[src/rtl/param_down_counter.sv]
// param_down_counter: loadable down-counter / interval timer.
// Loads a start value, decrements once per unpaused cycle and pulses done on
// terminal count. One-shot mode returns to IDLE; reload mode restarts from the
// latched value. periods counts completed periods and saturates at all-ones.
//
// start is a request, not a valid/ready pair. It is sampled only while busy=0
// (IDLE), and a high start in IDLE is always accepted on that clock edge.
// busy=1 plays the role of "not ready": start is ignored for as long as busy is high.
module param_down_counter #(
  parameter int MAX_COUNT = 255,
  parameter int PERIOD_W  = 8,
  localparam int W        = $clog2(MAX_COUNT + 1)
) (
  input  logic                clk,
  input  logic                rst,
  input  logic                start,
  input  logic [W-1:0]        load_val,
  input  logic                reload_en,
  input  logic                pause,
  input  logic                abort,
  output logic [W-1:0]        count,
  output logic                busy,
  output logic                done,
  output logic [PERIOD_W-1:0] periods,
  output logic                state_dbg
);

  typedef enum logic {
    IDLE = 1'b0,
    RUN  = 1'b1
  } state_t;

  localparam logic [W-1:0] MAX_VAL = W'(MAX_COUNT);

  state_t                state, state_nxt;
  logic [W-1:0]          count_nxt;
  logic [W-1:0]          reload_val, reload_val_nxt;
  logic                  mode, mode_nxt;
  logic                  done_nxt;
  logic [PERIOD_W-1:0]   periods_nxt;
  logic [W-1:0]          eff_val;
  logic [PERIOD_W-1:0]   periods_inc;

  // Clamp the requested start value to the largest legal count; this can only
  // take effect when MAX_COUNT is below the all-ones value of the count width.
  assign eff_val = (load_val > MAX_VAL) ? MAX_VAL : load_val;

  // Saturating increment of the completed-period counter.
  assign periods_inc = (periods == '1) ? periods : periods + PERIOD_W'(1);

  assign busy      = (state == RUN);
  assign state_dbg = state;

  // State and datapath registers; reset clears everything, including latches.
  always_ff @(posedge clk or negedge rst) begin
    if (!rst) begin
      state      <= IDLE;
      count      <= '0;
      reload_val <= '0;
      mode       <= 1'b0;
      done       <= 1'b0;
      periods    <= '0;
    end else begin
      state      <= state_nxt;
      count      <= count_nxt;
      reload_val <= reload_val_nxt;
      mode       <= mode_nxt;
      done       <= done_nxt;
      periods    <= periods_nxt;
    end
  end

  // Next-state and next-output logic. In RUN: abort beats pause beats decrement.
  always_comb begin
    state_nxt      = state;
    count_nxt      = count;
    reload_val_nxt = reload_val;
    mode_nxt       = mode;
    done_nxt       = 1'b0;
    periods_nxt    = periods;
    unique case (state)
      IDLE: begin
        if (start) begin
          if (load_val == '0) begin
            // A zero-length period completes on the spot without entering RUN.
            count_nxt   = '0;
            done_nxt    = 1'b1;
            periods_nxt = PERIOD_W'(1);
          end else begin
            count_nxt      = eff_val;
            reload_val_nxt = eff_val;
            mode_nxt       = reload_en;
            periods_nxt    = '0;
            state_nxt      = RUN;
          end
        end
      end
      RUN: begin
        if (abort) begin
          count_nxt = '0;
          state_nxt = IDLE;
        end else if (pause) begin
          count_nxt = count;
        end else if (count > W'(1)) begin
          count_nxt = count - W'(1);
        end else begin
          // Terminal count: flag it, then reload or fall back to IDLE.
          done_nxt    = 1'b1;
          periods_nxt = periods_inc;
          if (mode) begin
            count_nxt = reload_val;
          end else begin
            count_nxt = '0;
            state_nxt = IDLE;
          end
        end
      end
      default: begin
        state_nxt = IDLE;
        count_nxt = '0;
      end
    endcase
  end

endmodule
[config.mk]
export PLATFORM = sky130hd
export DESIGN_NAME = param_down_counter
export DESIGN_NICKNAME = d
export VERILOG_FILES = /design/src/rtl/param_down_counter.sv
export SDC_FILE = /design/constraint.sdc
export NUM_CORES = 1
export LEC_CHECK = 0
export CORE_ASPECT_RATIO = 1.2
export CORE_UTILIZATION = 30
export CTS_CLUSTER_DIAMETER = 30
export DETAILED_ROUTE_END_ITERATION = 16
export PLACE_DENSITY = 0.52
export SLEW_MARGIN = 20
export SYNTH_ARGS = -nofsm -noshare
export SYNTH_HDL_FRONTEND = slang
export SYNTH_SLANG_ARGS = --single-unit
[constraint.sdc]
create_clock -name clk -period 7.7 [get_ports clk]
set_clock_uncertainty 0.2 [all_clocks]
set_input_delay 1.54 -clock clk [delete_from_list [all_inputs] [get_ports clk]]
set_output_delay 1.54 -clock clk [all_outputs]
set_load 0.02 [all_outputs]
Word level (Yosys, flattened, before mapping)
Cells that the tools add are included.
Widths: inputs -> output; s select.
{"block": "classes", "n_addsub": 2, "mul": 0, "div": 0, "order_cmp": 2, "n_eq_ne": 7, "n_shift": 0, "muxes": 28, "bitwise_logic": 2, "reduce_logical": 4}
{"op": "$mux 8", "count": 12}
{"op": "$pmux 8 s2", "count": 2}
{"op": "$mux 1", "count": 12}
{"op": "$ne 2x2->1 const B", "count": 5}
{"op": "$add 8x1->8 const B", "count": 1}
{"op": "$eq 8x8->1 const B", "count": 1}
{"op": "$gt 8x1->1 const B", "count": 1}
{"op": "$gt 8x8->1 const B", "count": 1}
{"op": "$logic_not 8->1", "count": 1}
{"op": "$sub 8x1->8 const B", "count": 1}
{"op": "$reduce_and 5->1", "count": 1}
{"op": "$pmux 1 s2", "count": 2}
{"op": "$ne 3x3->1 const B", "count": 1}
{"op": "$reduce_and 3->1", "count": 1}
{"op": "$not 1->1", "count": 2}
{"op": "$reduce_and 2->1", "count": 1}
{"block": "word_totals", "register_bits": 27, "latchBits": 0, "ramBits": 0, "rom_bits": 0, "in_bits": 14, "out_inout_bits": 19, "wordCells": 51, "memories": 0}

Depth between registers and ports, before layout
{"block": "depth", "depth_word": 6, "depth_mapped": 8}

Least setup slack after synthesis
Ideal clock, no wire load.
{"block": "synth_timing", "path_kind": "in2reg", "start": "input port abort", "end": "register periods[5]", "arrival_time_ns": 3.307, "required_ns": 7.422, "path_slack_ns": 4.115, "stages": 5, "cell_sequence": "or3b_2 clkbuf_1 or4_4 or4_1 a21oi_1"}
{"block": "synth_between", "elab_chain_len": 2}
{"element": "from (decl)", "line_no": "20", "text": "input logic abort,"}
{"element": "$ne 2x2->1 (no line)"}
{"element": "$reduce_and 5->1 (no line)"}
{"element": "to (signal assigned)", "line_no": "69", "text": "periods <= periods_nxt;"}
{"element": "to (decl)", "line_no": "24", "text": "output logic [PERIOD_W-1:0] periods,"}
No other way between the ends.
A chain may end at the register's enable or synchronous reset.

Final worst setup path
{"block": "layout_timing", "start": "input port abort", "end": "register periods[4]"}
Same word-level chain as after synthesis.

==> reports/qor.txt <==
Final period utilization -> 51.0%
Power per Cell Area -> 242 nW/µm²
Routability cong. -> 0.857
# resized after CTS -> 0
Final wirelength -> 4270 µm
Cell taking the most area after synthesis -> dfrtp_1
Hold endpoint -> reload_val[6]
Die area -> 5570 µm²
Finished Core Util -> 39.7%
Filler cells -> 515
Clock Latency Late Sink -> 0.27 ns
Synth unique cells -> 46
Ys Warns -> 0
Register bit total from synthesis -> 27
WP buf/inv -> 1
Min Hold Slack -> 0.317 ns
Drt first pass iters -> 4
Slew HR -> 43.9%
Starting density of the core -> 31.6%
Port Buffers -> 32
DR vias/cell -> 5.74
Hold Path Origin -> reload_val[6]
Delay-heaviest family, CP -> simple AND/OR/NAND/NOR gates
WP data required -> 7.70 ns
Buffer depth of the longest clock path -> 2
Register clock-pin slew on the reported worst setup and hold paths -> 0.09 ns
Reg-to-reg slack, setup -> 4.88 ns
Fin worst setup slack -> 3.78 ns
Final net count -> 211
Async S/R FF share, synth -> 100%
Final count of negative-setup-slack endpoints -> 0
RR Startpoint -> busy
Crit path max fanout -> 14
Fmax -> 0.255 GHz
Via count -> 1,453
GRT overflow -> 0
Mapped cell area -> 1580 µm²
Syn avg cell area -> 9.48 µm²
Worst path depth -> 5
Layout cells sized above 1 -> 8.29%
Reg2Reg Capture Point -> periods[4]
Clock power share -> 16.9%
Post-synth top cells -> dfrtp_1 (27), nand2_1 (15), o21ai_0 (10), a21oi_1 (9), clkbuf_1 (9)
Critical path arrival -> 3.92 ns
Vias in the first global route -> 1,446
CTS tree -> built
Sink Count -> 27
WL per Instance -> 16.9 µm
Final Hold Vio Count -> 0
EDFF count, synth -> 0
Crit Path Class -> primary input to flop
Slowest CP cell -> or4_4
Initial antenna violation count -> 0
Max cap viols -> 0
Slew @ Worst Pin -> 0.840 ns
Place WS -> 3.51 ns
Antenna diodes -> 0
Sequential share of power -> 43.2%
H-tree depth -> 1
Horiz. Die Dim -> 68.3 µm
Hold path depth -> 1
Clk Tree Root Cell -> clkbuf_8
CTS Hold Bufs -> 0
Status -> finished clean
Slowest cell delay on critical path -> 0.64 ns
Leakage -> 0.755 nW
Area grow syn2layout -> 25.8%
Gate Count Post-Synth -> 167
Total negative slack -> 0 ns
Top FF cell, synth -> dfrtp_1
Total track usage -> 17.3%
Worst Reg-to-Reg Cells -> 4
Mapped Nets -> 184
Post-DRT Antenna Nets -> 0
Pin count of the biggest net entering global routing -> 28
Row cnt -> 28
Worst Hold Class -> flop to flop
Total core area -> 5010 µm²
Dpl hpwl -> 3180 µm
Final Critical Period -> 3.92 ns
IO Pins -> 33
CP cell instances -> clkdlybuf4s50_1 > or3b_2 > or4_4 > or4_1 > a21oi_1
Internal power -> 0.295 mW
Fin. max-slew vios -> 0
Combinational share of power -> 39.9%
Count leader, synth -> dfrtp_1
Switch Pwr -> 0.186 mW
# DRC -> 0
Register area share after synthesis -> 42.7%
Post-CTS Setup Repair Bufs -> 0
Dominant cells by area after synthesis -> dfrtp_1 (43%), mux2_2 (4.3%), nand2_1 (3.6%), o31ai_1 (3.3%), o21ai_0 (3.2%)
Initial DRC count -> 94
Die Height -> 81.6 µm
Top cell type's share of synthesized area -> 42.7%
Total CTS buffers -> 3
VDD IR max -> 0.127 mV
Unrepaired setup endpoints after global routing -> no
First-pass GRT wire length -> 7100 µm
Startpoint types -> primary input
Worst setup EP type -> flop
Sw Share -> 38.7%
-- worst register-to-register path: stages (launching register included) --
cell and delay, ns:
dfrtp_1 0.62, or3b_2 0.59, or4_4 0.64, or4_1 0.52, a21oi_1 0.17
-- layer usage --
metal	vias to the layer above	part of all wire (%)	track usage [%]
met5	-	0	0
met4	0	3.4	9.38
met3	8	3.8	2.78
met2	50	50	29.0
met1	699	43	20.8
li1	696	-	-
-- kinds of logic after synthesis --
group | synth area share [%]
xor gates and xnor gates | 1.66
adders and majority gates | 2.37
buffers and inverters | 4.59
and+or+nand+nor | 19.2
AOI/OAI and AO/OA | 23.3
DFF | 42.7
muxes | 6.17
-- per-stage QoR --
| step | std cells | power (mW) | instance area, µm² |
|---|---|---|---|
| after global routing | 253 | 0.514 | 1990 |
| after global placement | 249 | 0.400 | 1940 |
| after CTS | 253 | 0.484 | 1990 |
| final | 253 | 0.481 | 1990 |
| after detailed placement | 249 | 0.401 | 1940 |
| after floorplan | 167 | 0.328 | 1580 |
-- worst max path at each step --
stage,slack [ns],start,end
6_report,3.78,abort,periods[4]
5_1_grt,3.69,abort,periods[4]
4_1_cts,3.79,abort,periods[5]
3_5_place_dp,3.51,abort,periods[5]
3_3_place_gp,3.57,abort,periods[3]
2_1_floorplan,4.11,abort,periods[5]
-- placed cells by master (no fill, tap or decap), types with 2 or more instances in the layout --
cell type	count
a31oi_1	3
nor3_1	5
mux2i_1	3
nor4_1	6
o31ai_1	7
a2bb2oi_1	2
xnor2_1	3
a22oi_1	2
inv_1	7
o211ai_1	2
nand2b_1	3
nor2_1	3
o221ai_1	2
dfrtp_1	27
mux2_2	6
or4_1	5
a22o_1	3
clkdlybuf4s50_1	32
ha_1	3
nor3b_1	3
a21oi_1	9
nand3_1	4
nand2_1	15
o21ai_0	10
nor2b_1	2
clkbuf_8	3
a2111oi_0	2
-- registers in the layout, indices dropped and copies added, names as in the netlist --
| signal | flops |
|---|---|
| busy | 1 |
| count | 8 |
| done | 1 |
| mode | 1 |
| periods | 8 |
| reload_val | 8 |
-- final cells by class --
cell class                 count  area, µm²  area share, %
clock inverter                 1       5.00          0.251
tap                           60       75.1           3.77
timing repair buffer          33        328           16.5
sequential                    27        676           33.9
inverter                       7       26.3           1.32
clock buffer                   3       41.3           2.07
multi-input combinational    122        840           42.2
-- power groups by stage --
| stage | sequential [mW] | clock, mW | combinational (mW) |
|---|---|---|---|
| finish | 0.208 | 0.0815 | 0.192 |
| global route | 0.213 | 0.0896 | 0.211 |
| CTS | 0.207 | 0.0844 | 0.192 |
| detailed placement | 0.210 | 0 | 0.191 |
| global placement | 0.209 | 0 | 0.191 |
| floorplan | 0.213 | 0 | 0.115 |
No activity file was read; power rests on OpenSTA's default activity.
